===== src/rtl/dffbank_rr_arbiter_pkg.sv =====
// ---------------------------------------------------------------------------
// dffbank_pkg
// Shared definitions for the round-robin register-bank arbiter:
//   - default parameter values
//   - FSM state encoding (ST_IDLE / ST_SERVE)
//   - rr_pick(): round-robin winner search starting at the pointer
// Ports: none (package).
// Optional feature macro used by the arbiter: DFFBANK_ARB_LOCK_EN.
// ---------------------------------------------------------------------------
package dffbank_pkg;

  localparam int NREQ_DEF   = 4;
  localparam int DATA_W_DEF = 8;
  localparam int ADDR_W_DEF = 2;

  // NREQ is limited to 8, so a 3-bit index covers every requester.
  localparam int MAX_NREQ = 8;
  localparam int PTR_W    = 3;

  typedef enum logic {
    ST_IDLE  = 1'b0,
    ST_SERVE = 1'b1
  } state_e;

  // Returns the first requester with its bit set, searching upward from
  // ptr and wrapping modulo nreq. Returns 0 when nothing is requesting;
  // the caller only uses the result when some request is present.
  function automatic logic [PTR_W-1:0] rr_pick(input logic [MAX_NREQ-1:0] req,
                                               input logic [PTR_W-1:0]    ptr,
                                               input int                  nreq);
    logic [PTR_W-1:0] win;
    logic             found;
    int               idx;
    win   = '0;
    found = 1'b0;
    for (int i = 0; i < MAX_NREQ; i++) begin
      if (i < nreq) begin
        idx = (int'(ptr) + i) % nreq;
        if (!found && req[idx[PTR_W-1:0]]) begin
          win   = idx[PTR_W-1:0];
          found = 1'b1;
        end
      end
    end
    return win;
  endfunction

endpackage


===== src/rtl/dffbank_rr_arbiter_if.sv =====
// ---------------------------------------------------------------------------
// dffbank_rr_arbiter_if
// Bundles the requester-side bus of the arbiter.
//   req   [NREQ]          per-requester request, held until ack
//   we    [NREQ]          per-requester write enable (0 = read)
//   addr  [NREQ*ADDR_W]   packed addresses, requester i at [i*ADDR_W +: ADDR_W]
//   wdata [NREQ*DATA_W]   packed write data, requester i at [i*DATA_W +: DATA_W]
//   lock  [NREQ]          burst lock (only with DFFBANK_ARB_LOCK_EN)
//   gnt   [NREQ]          one-hot registered grant
//   ack   [NREQ]          one-hot registered completion pulse
//   rdata [DATA_W]        word read by the last acked transaction
//   busy                  high while the arbiter is serving
// Modports: master (requester side), slave (arbiter side).
// ---------------------------------------------------------------------------
interface dffbank_rr_arbiter_if
  import dffbank_pkg::*;
#(
  parameter int NREQ   = NREQ_DEF,
  parameter int DATA_W = DATA_W_DEF,
  parameter int ADDR_W = ADDR_W_DEF
) ();

  logic [NREQ-1:0]        req;
  logic [NREQ-1:0]        we;
  logic [NREQ*ADDR_W-1:0] addr;
  logic [NREQ*DATA_W-1:0] wdata;
`ifdef DFFBANK_ARB_LOCK_EN
  logic [NREQ-1:0]        lock;
`endif
  logic [NREQ-1:0]        gnt;
  logic [NREQ-1:0]        ack;
  logic [DATA_W-1:0]      rdata;
  logic                   busy;

  modport master (
    output req, we, addr, wdata,
`ifdef DFFBANK_ARB_LOCK_EN
    output lock,
`endif
    input  gnt, ack, rdata, busy
  );

  modport slave (
    input  req, we, addr, wdata,
`ifdef DFFBANK_ARB_LOCK_EN
    input  lock,
`endif
    output gnt, ack, rdata, busy
  );

endinterface


===== src/rtl/dffbank_store.sv =====
// ---------------------------------------------------------------------------
// dffbank_store
// DEPTH x DATA_W flip-flop register bank, DEPTH = 2**ADDR_W.
//   clk      rising-edge clock
//   rst_n    asynchronous active-low clear of every word
//   we_i     write enable
//   waddr_i  write address
//   wdata_i  write data
//   raddr_i  read address
//   rdata_o  combinational read data (value before any write this cycle)
// ---------------------------------------------------------------------------
module dffbank_store #(
  parameter int DATA_W = 8,
  parameter int ADDR_W = 2
) (
  input  logic              clk,
  input  logic              rst_n,
  input  logic              we_i,
  input  logic [ADDR_W-1:0] waddr_i,
  input  logic [DATA_W-1:0] wdata_i,
  input  logic [ADDR_W-1:0] raddr_i,
  output logic [DATA_W-1:0] rdata_o
);

  localparam int DEPTH = 2 ** ADDR_W;

  logic [DATA_W-1:0] mem_q [DEPTH];

  always_ff @(posedge clk or negedge rst_n) begin
    if (!rst_n) begin
      for (int i = 0; i < DEPTH; i++) begin
        mem_q[i] <= '0;
      end
    end else if (we_i) begin
      mem_q[waddr_i] <= wdata_i;
    end
  end

  // Asynchronous read gives the caller the old word in the same cycle
  // the write is issued, which is what read-before-write relies on.
  assign rdata_o = mem_q[raddr_i];

endmodule


===== src/rtl/dffbank_rr_arbiter.sv =====
// ---------------------------------------------------------------------------
// dffbank_rr_arbiter
// Round-robin arbiter that shares one dffbank_store among NREQ requesters.
// Each grant performs one transaction: a write, or a read that returns the
// word held before the write, with registered ack and rdata.
//   clk    rising-edge clock
//   rst_n  asynchronous active-low reset
//   bus    dffbank_rr_arbiter_if.slave (req/we/addr/wdata in,
//          gnt/ack/rdata/busy out, plus lock when enabled)
// Optional feature macro: DFFBANK_ARB_LOCK_EN -- a requester holding lock
// keeps the grant and gets one transaction per cycle.
// ---------------------------------------------------------------------------
module dffbank_rr_arbiter
  import dffbank_pkg::*;
#(
  parameter int NREQ   = NREQ_DEF,
  parameter int DATA_W = DATA_W_DEF,
  parameter int ADDR_W = ADDR_W_DEF
) (
  input  logic                 clk,
  input  logic                 rst_n,
  dffbank_rr_arbiter_if.slave  bus
);

  localparam logic [NREQ-1:0] ONE_HOT0 = NREQ'(1);

  state_e                 state_q, state_d;
  logic [PTR_W-1:0]       ptr_q, ptr_d;
  logic [PTR_W-1:0]       win_q, win_d;
  logic [NREQ-1:0]        gnt_q, gnt_d;
  logic [NREQ-1:0]        ack_q, ack_d;
  logic [DATA_W-1:0]      rdata_q, rdata_d;
  logic                   busy_q, busy_d;

  logic [MAX_NREQ-1:0]    reqWide;
  logic [PTR_W-1:0]       pick;
  logic [PTR_W-1:0]       ptrNext;
  logic                   selReq;
  logic                   selWe;
  logic [ADDR_W-1:0]      selAddr;
  logic [DATA_W-1:0]      selWdata;
`ifdef DFFBANK_ARB_LOCK_EN
  logic                   selLock;
`endif
  logic                   bankWe;
  logic [DATA_W-1:0]      bankRdata;

  assign reqWide = MAX_NREQ'(bus.req);
  assign pick    = rr_pick(reqWide, ptr_q, NREQ);
  assign ptrNext = (win_q == PTR_W'(NREQ - 1)) ? '0 : PTR_W'(win_q + 1'b1);

  // Select the live inputs of the registered winner; a constant-index loop
  // keeps the packed slicing static.
  always_comb begin
    selReq   = 1'b0;
    selWe    = 1'b0;
    selAddr  = '0;
    selWdata = '0;
`ifdef DFFBANK_ARB_LOCK_EN
    selLock  = 1'b0;
`endif
    for (int i = 0; i < NREQ; i++) begin
      if (win_q == PTR_W'(i)) begin
        selReq   = bus.req[i];
        selWe    = bus.we[i];
        selAddr  = bus.addr[i*ADDR_W +: ADDR_W];
        selWdata = bus.wdata[i*DATA_W +: DATA_W];
`ifdef DFFBANK_ARB_LOCK_EN
        selLock  = bus.lock[i];
`endif
      end
    end
  end

  // Next-state logic. IDLE picks a winner and raises gnt; SERVE performs
  // the winner's transaction if it is still requesting, then rotates the
  // pointer past the winner whether or not it completed.
  always_comb begin
    state_d = state_q;
    ptr_d   = ptr_q;
    win_d   = win_q;
    gnt_d   = gnt_q;
    ack_d   = '0;
    rdata_d = rdata_q;
    busy_d  = busy_q;
    bankWe  = 1'b0;
    unique case (state_q)
      ST_IDLE: begin
        if (|bus.req) begin
          win_d   = pick;
          gnt_d   = ONE_HOT0 << pick;
          busy_d  = 1'b1;
          state_d = ST_SERVE;
        end else begin
          gnt_d  = '0;
          busy_d = 1'b0;
        end
      end
      ST_SERVE: begin
        if (selReq) begin
          rdata_d = bankRdata;
          bankWe  = selWe;
          ack_d   = ONE_HOT0 << win_q;
        end
`ifdef DFFBANK_ARB_LOCK_EN
        if (selReq && selLock) begin
          state_d = ST_SERVE;
        end else begin
          gnt_d   = '0;
          busy_d  = 1'b0;
          ptr_d   = ptrNext;
          state_d = ST_IDLE;
        end
`else
        gnt_d   = '0;
        busy_d  = 1'b0;
        ptr_d   = ptrNext;
        state_d = ST_IDLE;
`endif
      end
      default: begin
        state_d = ST_IDLE;
      end
    endcase
  end

  // State, pointer and output registers. Reset aborts any transaction in
  // flight; the bank itself is cleared by the same reset.
  always_ff @(posedge clk or negedge rst_n) begin
    if (!rst_n) begin
      state_q <= ST_IDLE;
      ptr_q   <= '0;
      win_q   <= '0;
      gnt_q   <= '0;
      ack_q   <= '0;
      rdata_q <= '0;
      busy_q  <= 1'b0;
    end else begin
      state_q <= state_d;
      ptr_q   <= ptr_d;
      win_q   <= win_d;
      gnt_q   <= gnt_d;
      ack_q   <= ack_d;
      rdata_q <= rdata_d;
      busy_q  <= busy_d;
    end
  end

  dffbank_store #(
    .DATA_W (DATA_W),
    .ADDR_W (ADDR_W)
  ) u_store (
    .clk     (clk),
    .rst_n   (rst_n),
    .we_i    (bankWe),
    .waddr_i (selAddr),
    .wdata_i (selWdata),
    .raddr_i (selAddr),
    .rdata_o (bankRdata)
  );

  assign bus.gnt   = gnt_q;
  assign bus.ack   = ack_q;
  assign bus.rdata = rdata_q;
  assign bus.busy  = busy_q;

endmodule


===== src/flat_wrapper.sv =====
// flat-port wrapper written by rule: the top's interface ports become plain ports
module dffbank_rr_arbiter_flat import dffbank_pkg::*;
#(
  parameter int NREQ   = NREQ_DEF,
  parameter int DATA_W = DATA_W_DEF,
  parameter int ADDR_W = ADDR_W_DEF
)
  (clk, rst_n, bus_req, bus_we, bus_addr, bus_wdata, bus_gnt, bus_ack, bus_rdata, bus_busy);
  dffbank_rr_arbiter_if #(.NREQ(NREQ), .DATA_W(DATA_W), .ADDR_W(ADDR_W)) bus_i ();
  input  logic clk;
  input  logic rst_n;
  input wire logic [$bits(bus_i.req)-1:0] bus_req;
  input wire logic [$bits(bus_i.we)-1:0] bus_we;
  input wire logic [$bits(bus_i.addr)-1:0] bus_addr;
  input wire logic [$bits(bus_i.wdata)-1:0] bus_wdata;
  output wire logic [$bits(bus_i.gnt)-1:0] bus_gnt;
  output wire logic [$bits(bus_i.ack)-1:0] bus_ack;
  output wire logic [$bits(bus_i.rdata)-1:0] bus_rdata;
  output wire logic [$bits(bus_i.busy)-1:0] bus_busy;
  assign bus_i.req = bus_req;
  assign bus_i.we = bus_we;
  assign bus_i.addr = bus_addr;
  assign bus_i.wdata = bus_wdata;
  assign bus_gnt = bus_i.gnt;
  assign bus_ack = bus_i.ack;
  assign bus_rdata = bus_i.rdata;
  assign bus_busy = bus_i.busy;
  dffbank_rr_arbiter #(.NREQ(NREQ), .DATA_W(DATA_W), .ADDR_W(ADDR_W)) u_core (.clk(clk), .rst_n(rst_n), .bus(bus_i));
endmodule

===== config.mk =====
export PLATFORM = sky130hd
export DESIGN_NAME = dffbank_rr_arbiter_flat
export DESIGN_NICKNAME = d
export VERILOG_FILES = /design/src/rtl/dffbank_rr_arbiter_pkg.sv /design/src/rtl/dffbank_rr_arbiter_if.sv /design/src/rtl/dffbank_store.sv /design/src/rtl/dffbank_rr_arbiter.sv /design/src/flat_wrapper.sv
export SDC_FILE = /design/constraint.sdc
export NUM_CORES = 1
export LEC_CHECK = 0
export BUFFER_PORTS_ARGS = -buffer_cell sky130_fd_sc_hd__buf_2
export CAP_MARGIN = 10
export CORE_UTILIZATION = 50
export DETAILED_ROUTE_END_ITERATION = 8
export GPL_ROUTABILITY_DRIVEN = 0
export PLACE_DENSITY = 0.82
export SYNTH_ARGS = -nofsm -noshare
export SYNTH_HDL_FRONTEND = slang
export SYNTH_SLANG_ARGS = --single-unit

===== constraint.sdc =====
create_clock -name clk -period 2.85 [get_ports clk]
set_clock_uncertainty 0.2 [all_clocks]
set_input_delay 0.285 -clock clk [delete_from_list [all_inputs] [get_ports clk]]
set_output_delay 0.285 -clock clk [all_outputs]
set_load 0.05 [all_outputs]

==> flow_summary.ini <==
[outcome]
status = finished, final reports clean

[clock_tree]
cts_root_buffer = clkbuf_8
clk_latency_ps = 310
tritoncts.num_buffers = 5
htree_levels = 2
cts_tree = yes
clockBufferDepth = 2
clock-sinks = 53
cts.clk_slew.worst_paths_ps = 100

[setup_path]
crit_required_ps = 2840
path_cells = ha_1 > buf_4 > o311a_4 > buf_4 > nor4_4 > buf_4 > mux2_2
cp.arrival_ps = 2660
crit_family = buffers and inverters
start_kind = flop
cp_slowest_cell = dfrtp_1
end_kind = flop
cpPeakStageDelay_ps = 410
r2r_slack_ps = 190
critPathMaxFanout = 14
worstRegToRegCells = 7
reg2reg_to = u_core.u_store.mem_q[15]$_DFFE_PN0P_
path_buf_inv = 3
worstSetupPathType = flop to flop
timing.rr.start = u_core.win_q[0]$_DFFE_PN0P_
cpMostUsedCell = buf_4

[finish]
final_common_cell = buf_2
nets = 382
area_growth_pct = 20.0
diodes = 0
final_area_um2 = 3440
final_cell_mix = 66 x buf_2, 53 x dfrtp_1, 32 x nand2_1
final_layout_size_suffix_gt1_share_pct = 44.1
fillers = 438

[placement]
port-buffer-count = 66
placed_area_um2 = 3340
place_hpwl_mm = 4.99
dpl_worst_slack_ps = 32.5

[timing]
worst_slew_pin_slew_ps = 538
setup_violations = 0
fin_ws_ps = 188
clock.fmax_mhz = 376
slew_headroom_pct = 63.9
hold_viol_final = 0
tns_ps = 0
fin_crit_sh_pct = 93.4
fin_crit_ps = 2660
drv_slew = 0
rsz0062_at_grt = false

[min_path]
min_to = u_core.bus.ack[3]$_DFF_PN0_
hold_depth = 3
hp-start = bus_req[3]
min-delay-path-class = input pin to flop

[drt]
antenna_left = 0
routedWlPerCell_um = 16.5
dr_total_vias = 2187
wl_mm = 6.64
drt_pass1_iterations = 4
vias_per_cell = 5.45
drtIter0Drc = 133
drcViolationCount = 0

[logic_synthesis]
yosys_warnings = 0
syn_area_per_cell_um2 = 11.4
syn_area_um2 = 2870
synth_cells = 251
synth_nets = 305
ys_seq_elements = 53
synth_ff_type = dfrtp_1
synth_edf_count = 0
yosysUniqueCellTypes = 37
synthArstFlopShare_pct = 100
yosysSeqAreaShare_pct = 46.2

[job]
cap_violations = 0

[grt]
grt_pass1_wl_mm = 11.0
antenna_found_initial = 0
grt_max_degree = 24
grt_pass1_vias = 2198
grt_usage_pct = 23.9
grt_overflow_total = 0

[power]
ir_drop_mv = 0.568
static-leakage-power_nw = 1.69
power_density_nw_per_um2 = 1100

[die]
rows = 27
pin_count = 67
core_area_um2 = 5510
initial_utilization_pct = 52.1
die-area_um2 = 6050
die_x_um = 77.8
fp.dieH_um = 77.8
[cells by family (layout without fill, tap and decap cells)]
| family | after synthesis | after routing | share of synthesized area [%] |
|---|---|---|---|
| AND/OR/NAND/NOR | 64 | 64 | 12.1 |
| multiplexers | 58 | 58 | 24.1 |
| flip-flops | 53 | 53 | 46.2 |
| AO/OA/AOI/OAI | 52 | 52 | 11.6 |
| buffers and inverters | 20 | 98 | 4.18 |
| adder cells (fa/ha/maj) | 4 | 4 | 1.74 |
[cell type report]
type | instances | area, um^2 | area share, %
timing repair buffer | 83 | 460 | 13.4
tap | 72 | 90.1 | 2.62
clock inverter | 2 | 15.0 | 0.436
multi-input combinational | 178 | 1450 | 42.2
inverter | 7 | 27.5 | 0.799
clock buffer | 6 | 72.6 | 2.11
sequential | 53 | 1330 | 38.5
[cell usage after synthesis, types with 3 or more instances]
| cell type | number | area (um^2) |
|---|---|---|
| inv_1 | 5 | 18.8 |
| nand3_1 | 3 | 15.0 |
| ha_1 | 4 | 50.1 |
| clkbuf_1 | 4 | 15.0 |
| buf_4 | 3 | 22.5 |
| mux2i_1 | 17 | 170 |
| nor2_1 | 6 | 22.5 |
| buf_6 | 4 | 45.0 |
| nand3b_1 | 9 | 67.6 |
| a21oi_1 | 18 | 90.1 |
| dfrtp_1 | 53 | 1330 |
| o21ai_0 | 22 | 110 |
| mux2_2 | 25 | 282 |
| mux2_4 | 16 | 240 |
| nand2_1 | 32 | 120 |
[power breakdown]
part	switching [mW]	leakage (nW)	internal [mW]	total [mW]
clock network	0.247	0.0374	0.174	0.421
logic	1.25	0.956	0.955	2.21
registers	0.155	0.698	1.00	1.16
total	1.66	1.69	2.13	3.79
[sequential cells by signal, indices dropped and copies added, names as in the netlist]
signal and flops:
u_core.win_q 2, u_core.bus.rdata 8, u_core.bus.gnt 4, u_core.bus.ack 4, u_core.u_store.mem_q 32, u_core.state_q 1
u_core.ptr_q 2
[how the worst max path moves through the flow]
stage                                      startpoint                              endpoint  cells past startpoint
after floorplan           u_core.win_q[0]$_DFFE_PN0P_  u_core.u_store.mem_q[24]$_DFFE_PN0P_                      9
after global placement    u_core.win_q[1]$_DFFE_PN0P_  u_core.u_store.mem_q[23]$_DFFE_PN0P_                      6
after detailed placement  u_core.win_q[1]$_DFFE_PN0P_  u_core.u_store.mem_q[20]$_DFFE_PN0P_                      6
after CTS                 u_core.win_q[1]$_DFFE_PN0P_  u_core.u_store.mem_q[20]$_DFFE_PN0P_                      6
after global routing      u_core.win_q[0]$_DFFE_PN0P_  u_core.u_store.mem_q[12]$_DFFE_PN0P_                      9
final                     u_core.win_q[0]$_DFFE_PN0P_  u_core.u_store.mem_q[15]$_DFFE_PN0P_                      7
[through the flow]
| step | hold WS, ps | util (%) | instances | power (mW) |
|---|---|---|---|---|
| 6_report | 100 | 62.5 | 401 | 3.79 |
| 2_1_floorplan | -211 | - | 251 | 2.78 |
| 5_1_grt | 115 | 62.5 | 401 | 4.04 |
| 3_5_place_dp | -9.38 | 60.6 | 392 | 3.35 |
| 4_1_cts | 89.5 | 62.3 | 401 | 3.77 |
| 3_3_place_gp | -10.5 | 60.6 | 392 | 3.27 |
[worst register-to-register path, stage by stage (launching register included)]
cell     delay (ps)
dfrtp_1         410
ha_1            340
buf_4           260
o311a_4         320
buf_4           170
nor4_4          260
buf_4           230
mux2_2          350
[what timing repair did]
action                                  in CTS  in global routing
resized for setup                            0                  4
buffers inserted                             0                  0
hold endpoints to repair                    12                  0
hold buffers                                 1                  0
endpoints found under the setup margin       0                 18
[per-layer routing]
layer / wire (um) / global-route usage [%] / share of wire, %
met1: 2950 / 31.9 / 45
met3: 285 / 3.65 / 4.3
met4: 116 / 8.87 / 1.7
met5: 0 / 0 / 0
met2: 3280 / 39.4 / 49
Power figures use the tool's default switching activity.
